===== config.mk =====
export PLATFORM = sky130hd
export DESIGN_NAME = fp_sqrt_controller
export DESIGN_NICKNAME = d
export VERILOG_FILES = /design/src/rtl/fp_sqrt_controller.sv
export SDC_FILE = /design/constraint.sdc
export NUM_CORES = 1
export LEC_CHECK = 0
export BUFFER_PORTS_ARGS = -buffer_cell sky130_fd_sc_hd__clkbuf_2
export CORE_AREA = 3 3 181 183
export DETAILED_ROUTE_END_ITERATION = 6
export DIE_AREA = 0 0 184 186
export GPL_ROUTABILITY_DRIVEN = 0
export PLACE_DENSITY = 0.56
export SLEW_MARGIN = 25
export SYNTH_ARGS = -nofsm -noshare
export SYNTH_HDL_FRONTEND = slang
export SYNTH_SLANG_ARGS = --single-unit

===== constraint.sdc =====
create_clock -name clk -period 4.6 [get_ports clk]
set_input_delay 0.92 -clock clk [delete_from_list [all_inputs] [get_ports clk]]
set_output_delay 0.92 -clock clk [all_outputs]
set_load 0.03 [all_outputs]

===== src/rtl/fp_sqrt_controller.sv =====
// fp_sqrt_controller: IEEE-754 single-precision square-root sequencer around an
// external fixed-point mantissa core (Y[22:0] in, 1.23 result out).
// Optional feature macro: FP_SQRT_FLAGS_EN adds the flags[1:0] = {invalid, flushed} port.
module fp_sqrt_controller #(
  parameter int          CORE_LATENCY = 1,
  parameter logic [23:0] SQRT2_CONST  = 24'hB504F3
) (
  input  logic        clk,
  input  logic        rst_n,
  input  logic        in_valid,
  output logic        in_ready,
  input  logic [31:0] in_data,
  output logic [22:0] mant_y,
  input  logic [23:0] core_result,
  output logic        out_valid,
  input  logic        out_ready,
  output logic [31:0] out_data
`ifdef FP_SQRT_FLAGS_EN
  ,
  output logic [1:0]  flags
`endif
);

  localparam int CW = (CORE_LATENCY < 2) ? 1 : $clog2(CORE_LATENCY + 1);

  typedef enum logic [1:0] {
    S_IDLE  = 2'd0,
    S_WAIT  = 2'd1,
    S_SCALE = 2'd2,
    S_DONE  = 2'd3
  } state_t;

  state_t        state_q;
  logic [CW-1:0] cnt_q;
  logic          odd_q;
  logic [7:0]    er_q;
  logic          in_ready_q;
  logic          out_valid_q;
  logic [31:0]   out_data_q;
  logic [22:0]   mant_y_q;

  // Operand fields
  logic          op_s;
  logic [7:0]    op_e;
  logic [22:0]   op_f;

  // Special-case screening and result exponent
  logic          is_nan_d;
  logic          is_neg_d;
  logic          is_zexp_d;
  logic          is_inf_d;
  logic          is_special_d;
  logic [31:0]   special_data_d;
  logic [8:0]    er_sum_d;
  logic [7:0]    er_d;

  // Output-side mantissa scaling
  logic [47:0]   prod_d;
  logic [22:0]   mant_res_d;

  assign op_s = in_data[31];
  assign op_e = in_data[30:23];
  assign op_f = in_data[22:0];

  // Classify the operand in priority order and pick the special result
  always_comb begin
    is_nan_d       = (op_e == 8'hFF) && (op_f != 23'd0);
    is_neg_d       = op_s && (in_data != 32'h8000_0000);
    is_zexp_d      = (op_e == 8'h00);
    is_inf_d       = (op_e == 8'hFF);
    is_special_d   = is_nan_d || is_neg_d || is_zexp_d || is_inf_d;
    special_data_d = 32'h7F80_0000;
    if (is_nan_d || is_neg_d) begin
      special_data_d = 32'h7FC0_0000;
    end else if (is_zexp_d) begin
      special_data_d = {op_s, 31'd0};
    end
    // Halving the biased exponent: the bias correction depends on exponent parity
    er_sum_d = {1'b0, op_e} + (op_e[0] ? 9'd127 : 9'd126);
    er_d     = 8'(er_sum_d >> 1);
  end

  // Odd unbiased exponents fold a factor of sqrt(2) into the mantissa (truncated)
  always_comb begin
    prod_d     = {24'd0, core_result} * {24'd0, SQRT2_CONST};
    mant_res_d = odd_q ? 23'(prod_d >> 23) : 23'(core_result);
  end

`ifdef FP_SQRT_FLAGS_EN
  logic [1:0] flags_q;
  logic [1:0] special_flags_d;

  // Status flags for the special-case path
  always_comb begin
    special_flags_d = 2'b00;
    if (is_nan_d || is_neg_d) begin
      special_flags_d = 2'b10;
    end else if (is_zexp_d && (op_f != 23'd0)) begin
      special_flags_d = 2'b01;
    end
  end

  // Flags follow out_data and clear on each accept
  always_ff @(posedge clk or negedge rst_n) begin
    if (!rst_n) begin
      flags_q <= 2'b00;
    end else if (state_q == S_IDLE && in_valid && in_ready_q) begin
      flags_q <= is_special_d ? special_flags_d : 2'b00;
    end else if (state_q == S_SCALE) begin
      flags_q <= 2'b00;
    end
  end

  assign flags = flags_q;
`endif

  // Sequencer: accept, wait on the core, scale, then hold the result until taken
  always_ff @(posedge clk or negedge rst_n) begin
    if (!rst_n) begin
      state_q     <= S_IDLE;
      cnt_q       <= '0;
      odd_q       <= 1'b0;
      er_q        <= 8'd0;
      in_ready_q  <= 1'b1;
      out_valid_q <= 1'b0;
      out_data_q  <= 32'd0;
      mant_y_q    <= 23'd0;
    end else begin
      case (state_q)
        S_IDLE: begin
          if (in_valid && in_ready_q) begin
            in_ready_q <= 1'b0;
            if (is_special_d) begin
              out_data_q  <= special_data_d;
              out_valid_q <= 1'b1;
              state_q     <= S_DONE;
            end else begin
              mant_y_q <= op_f;
              odd_q    <= ~op_e[0];
              er_q     <= er_d;
              cnt_q    <= CW'(CORE_LATENCY);
              state_q  <= S_WAIT;
            end
          end
        end
        S_WAIT: begin
          cnt_q <= cnt_q - 1'b1;
          if (cnt_q == CW'(1)) begin
            state_q <= S_SCALE;
          end
        end
        S_SCALE: begin
          out_data_q  <= {1'b0, er_q, mant_res_d};
          out_valid_q <= 1'b1;
          state_q     <= S_DONE;
        end
        S_DONE: begin
          if (out_valid_q && out_ready) begin
            out_valid_q <= 1'b0;
            in_ready_q  <= 1'b1;
            state_q     <= S_IDLE;
          end
        end
        default: begin
          state_q     <= S_IDLE;
          in_ready_q  <= 1'b1;
          out_valid_q <= 1'b0;
        end
      endcase
    end
  end

  assign in_ready  = in_ready_q;
  assign out_valid = out_valid_q;
  assign out_data  = out_data_q;
  assign mant_y    = mant_y_q;

endmodule

# Word level (Yosys, flattened, before mapping)
# Cells that the tools add are included.
# word_totals
ff_bits	69
in_bits	60
out_inout_bits	57
word_cells	65
# classes
n_addsub	2
multipliers	1
eq_ne	10
muxes	22
bitwise	2
n_reduce_logical	20
# op_table
cell	n
$mux W32	4
$pmux W32 S2	1
$mul A24 B24 Y46 const B	1
$ne A32 B32 Y1 const B	1
$mux W23	1
$reduce_bool A23 Y1	1
$reduce_and A3 Y1	5
$ne A2 B2 Y1 const B	5
$add A8 B7 Y9	1
$eq A8 B8 Y1 const B	1
$logic_not A8 Y1	1
$mux W1	8
$mux W2	4
$pmux W2 S4	1
$reduce_bool A2 Y1	3
$eq A2 B2 Y1 const B	2
$logic_and A1 B1 Y1	4
$pmux W1 S2	2
$reduce_and A4 Y1	1
$logic_or A1 B1 Y1	3
$pmux W1 S3	1
$reduce_bool A3 Y1	1
$eq A2 B1 Y1 const B	1
$logic_not A2 Y1	1
other kinds (2)	3

# Longest topological paths before layout
# logic_depth
ltp_word	8
mapped_depth	24

# Least setup slack after synthesis
# OpenSTA, ideal clock, no wires.
# synth_path
path_type	input -> register
start	input port core_result[19]
end	register out_data_q[18], in the netlist out_data[18]
arrival_ns	6.771
required_ns	4.473
setup_slack_ns	-2.298
cell_stages	23
path_buffers	1
path_cell_list	ha_1 fa_1 inv_1 fa_1 inv_1 fa_1 inv_1 fa_1 fa_1 inv_1 fa_1 ha_1 buf_6 a21oi_4 o21ai_2 a311oi_4 or4b_1 a31oi_2 o221ai_2 a41oi_2 xnor2_1 a222oi_1 inv_1
# synth_between
elab_chain_len	3
# synth_rtl
element	line	rtl
from (decl)	14	input logic [23:0] core_result,
$mul A24 B24 Y46	85	prod_d = {24'd0, core_result} * {24'd0, SQRT2_CONST};
$mux W23	86	mant_res_d = odd_q ? 23'(prod_d >> 23) : 23'(core_result);
$pmux W32 S2	129	case (state_q)
to (signal assigned)	134	out_data_q <= special_data_d;
to (signal assigned)	153	out_data_q <= {1'b0, er_q, mant_res_d};
to (decl)	39	logic [31:0] out_data_q;
# No other way between the ends.
# A chain may end at the register's enable or synchronous reset.

# Worst setup path after layout
# layout_path
start	input port core_result[22]
end	register out_data_q[7], in the netlist out_data[7]
# Same word-level chain as after synthesis.

==> results by group <==
Die
  – Die area: 34200 um^2
  – Initial Utilization: 39.8%
  – Die span in y: 186 um
  – Die Wd: 184 um
  – Top Ports: 117
  – Row count: 65
  – Core area: 31400 um^2

Synthesis
  – Top-area cell type share of the netlist area: 30.9%
  – Post-Synth Adder-Cell Area: 55.7%
  – Cells after Synth: 1235
  – Post-synth top area cell: fa_1
  – Synth Area in Compound Gates: 9.36%
  – Ys async rst share: 100%
  – Synth warn: 0
  – Ranking of synthesized cells by area: fa_1 (31%), ha_1 (25%), dfrtp_1 (14%), inv_1 (9.6%), o21ai_0 (2.3%)
  – Largest family of logic cells by synthesized area: adder cells
  – Synth unique cells: 64
  – Post-Synth XOR/XNOR Area: 2.52%
  – Synthesized flop and latch total: 69
  – Mapped Area: 12500 um^2
  – Simple-gate share of the synthesized area: 5.97%
  – Mux contribution to synthesized area: 2.39%
  – Synthesized net count: 1735
  – Top_reg_cell synth: dfrtp_1
  – Syn_area_per_cell: 10.1 um^2
  – Sequential-to-total area share from yosys stat: 13.8%
  – Post-synth EDFFs: 0

Detailed routing
  – Initial DRT Pass Iterations: 5
  – Wire length per cell: 18.0 um
  – DRC: 0
  – Drt total wl: 35800 um
  – First DRT Iteration DRCs: 454
  – Vias: 9769
  – Final ANT Viol Nets: 0
  – Vias/cell: 4.91

Clock network
  – Total number of H-tree levels: 3
  – Hold Buf Count CTS: 0
  – Clock Latency Late Sink: 0.33 ns
  – # clock sinks: 69
  – Num CTS Buffers: 9
  – Clk root buf: clkbuf_16
  – CTS tree: yes
  – Clock transition at the registers of the reported paths: 0.06 ns
  – Clock tree buffer depth: 2

Cells and area
  – Share of cells above drive strength 1: 36.0%
  – Layout net count: 2082
  – Finished Layout Cells: 1989
  – Area grow syn2layout: 37.3%
  – Fillers: 2755
  – Fin util: 54.6%
  – Diodes inserted: 0

Worst setup path
  – Crit path max-delay family: adder cells
  – WP buf/inv: 11
  – CP arrival: 6.70 ns
  – Crit Path Class: in2reg
  – CP max stage cell: fa_1
  – Critical path's largest stage delay: 0.54 ns
  – Worst setup EP type: register
  – Worst-path maximum fanout: 4
  – Top cell by count, worst path: buf_4
  – Worst setup SP type: primary input
  – Critical Path RT: 4.80 ns

STA
  – Final hold vios: 0
  – Slew @ Worst Pin: 0.967 ns
  – Final min period: 6.50 ns
  – Setup TNS: -34.97 ns
  – Maximum clock rate: 154 MHz
  – Final Cycle Share: 141%
  – Max-slew violations: 0
  – RSZ-0062 raised after global routing: yes
  – Max transition margin: 35.0%
  – Endpoints failing setup: 23
  – Worst Skew: 0.00632 ns
  – Worst setup margin: -1.90 ns

Placed design
  – DP HPWL: 31200 um
  – Number of I/O port buffers: 116
  – Dpl cells: 1953

Run
  – Max Cap Viol: 0

Outcome
  – Failing checks: setup timing
  – Run status: finished with violations

Global route
  – First-pass GRT wire length: 56600 um
  – Vias in the first global route: 10.3k
  – Initial antenna violation count: 1
  – Largest net degree at the start of global routing: 44
  – Gr usage total: 21.5%
  – Grt ovf: 0

Worst hold path
  – Hold Crit Class: reg2reg
per-layer routing:
metal	up-vias	track usage (%)	routed length, um
li1	4713	-	-
met1	4857	30.4	16700
met2	159	35.4	16900
met3	38	2.31	1210
met4	2	5.93	1000
met5	-	0	12
cell usage in the layout (no fill, tap or decap), drive strengths merged, types with 10 or more instances in the layout:
cell,Yosys,routed
inv,318,318
ha,247,247
buf,4,243
fa,193,193
clkbuf,12,119
dfrtp,68,68
o21ai,58,58
nand2,55,55
a21oi,47,47
xnor2,28,28
nor2,24,24
mux2,23,23
nand3,15,15
a22oi,13,13
nor4,11,11
a221o,10,10
cell usage after synthesis, types with 3 or more instances:
| cell | instances |
|---|---|
| and3_1 | 5 |
| clkbuf_1 | 12 |
| o21ai_0 | 57 |
| a2111oi_0 | 3 |
| buf_6 | 3 |
| nand2b_1 | 5 |
| mux2_2 | 23 |
| nor4_1 | 11 |
| o21bai_1 | 6 |
| ha_1 | 247 |
| xnor2_1 | 28 |
| inv_1 | 318 |
| a21o_1 | 4 |
| mux2i_1 | 4 |
| a221o_1 | 10 |
| nor2b_1 | 3 |
| nand4_1 | 9 |
| o31ai_1 | 4 |
| xor2_1 | 8 |
| nor3_1 | 8 |
| or2_2 | 4 |
| fa_1 | 193 |
| nand2_1 | 55 |
| nand3_1 | 15 |
| a31oi_1 | 5 |
| a22oi_1 | 13 |
| a21oi_1 | 46 |
| o21a_1 | 4 |
| nor2_1 | 24 |
| dfrtp_1 | 68 |
layout make-up:
cell class	count	area, um^2	area share [%]
Clock buffer	10	239	1.39
Clock inverter	6	62.6	0.365
Inverter	318	1200	6.97
Multi-Input combinational cell	832	10800	62.7
Sequential cell	69	1730	10.1
Tap cell	402	503	2.93
Timing Repair Buffer	352	2660	15.5
state kept, by name (all words and copies together), names as in the netlist:
| register | cells |
|---|---|
| state_q | 2 |
| er_q | 8 |
| cnt_q | 1 |
| in_ready | 1 |
| out_valid | 1 |
| out_data | 32 |
| mant_y | 23 |
| odd_q | 1 |
worst paths after layout:
path | start | end | slack (ns) | depth (start not counted)
setup / recovery | core_result[22] | out_data[7] | -1.90 | 25
hold / removal | cnt_q | cnt_q | 0.47 | 1
setup reg to reg | state_q[1] | out_data[22] | 2.19 | 7
hold reg to reg | cnt_q | cnt_q | 0.47 | 1
max in group asynchronous | rst_n | in_ready | 3.21 | 2
min in group asynchronous | rst_n | out_data[22] | 0.57 | 1
metrics by stage:
stage / instance area, um^2 / setup WS (ns) / hold slack, ns
detailed placement: 15600 / -2.46 / 0.464
CTS: 16600 / -1.87 / 0.472
finish: 17200 / -1.90 / 0.469
global route: 17200 / -2.08 / 0.499
global placement: 15600 / -2.42 / 0.446
floorplan: 12900 / -2.10 / 0.434
cells by family (layout without fill, tap and decap cells):
family / count (synthesis) / count (layout)
AOI/OAI and AO/OA: 177 / 177
xor gates and xnor gates: 36 / 36
adders and majority gates: 440 / 440
buffers and inverters: 334 / 686
DFF: 69 / 69
muxes: 27 / 27
and+or+nand+nor: 152 / 152
what timing repair did:
action                     in CTS  in global routing
buffers inserted               17                  9
setup endpoints to repair      23                 23
pin swaps                      56                 68
gates resized for setup       132                104
Power is not shown: default switching activity piles up to over one toggle a cycle in this logic, so the estimate is an artifact.
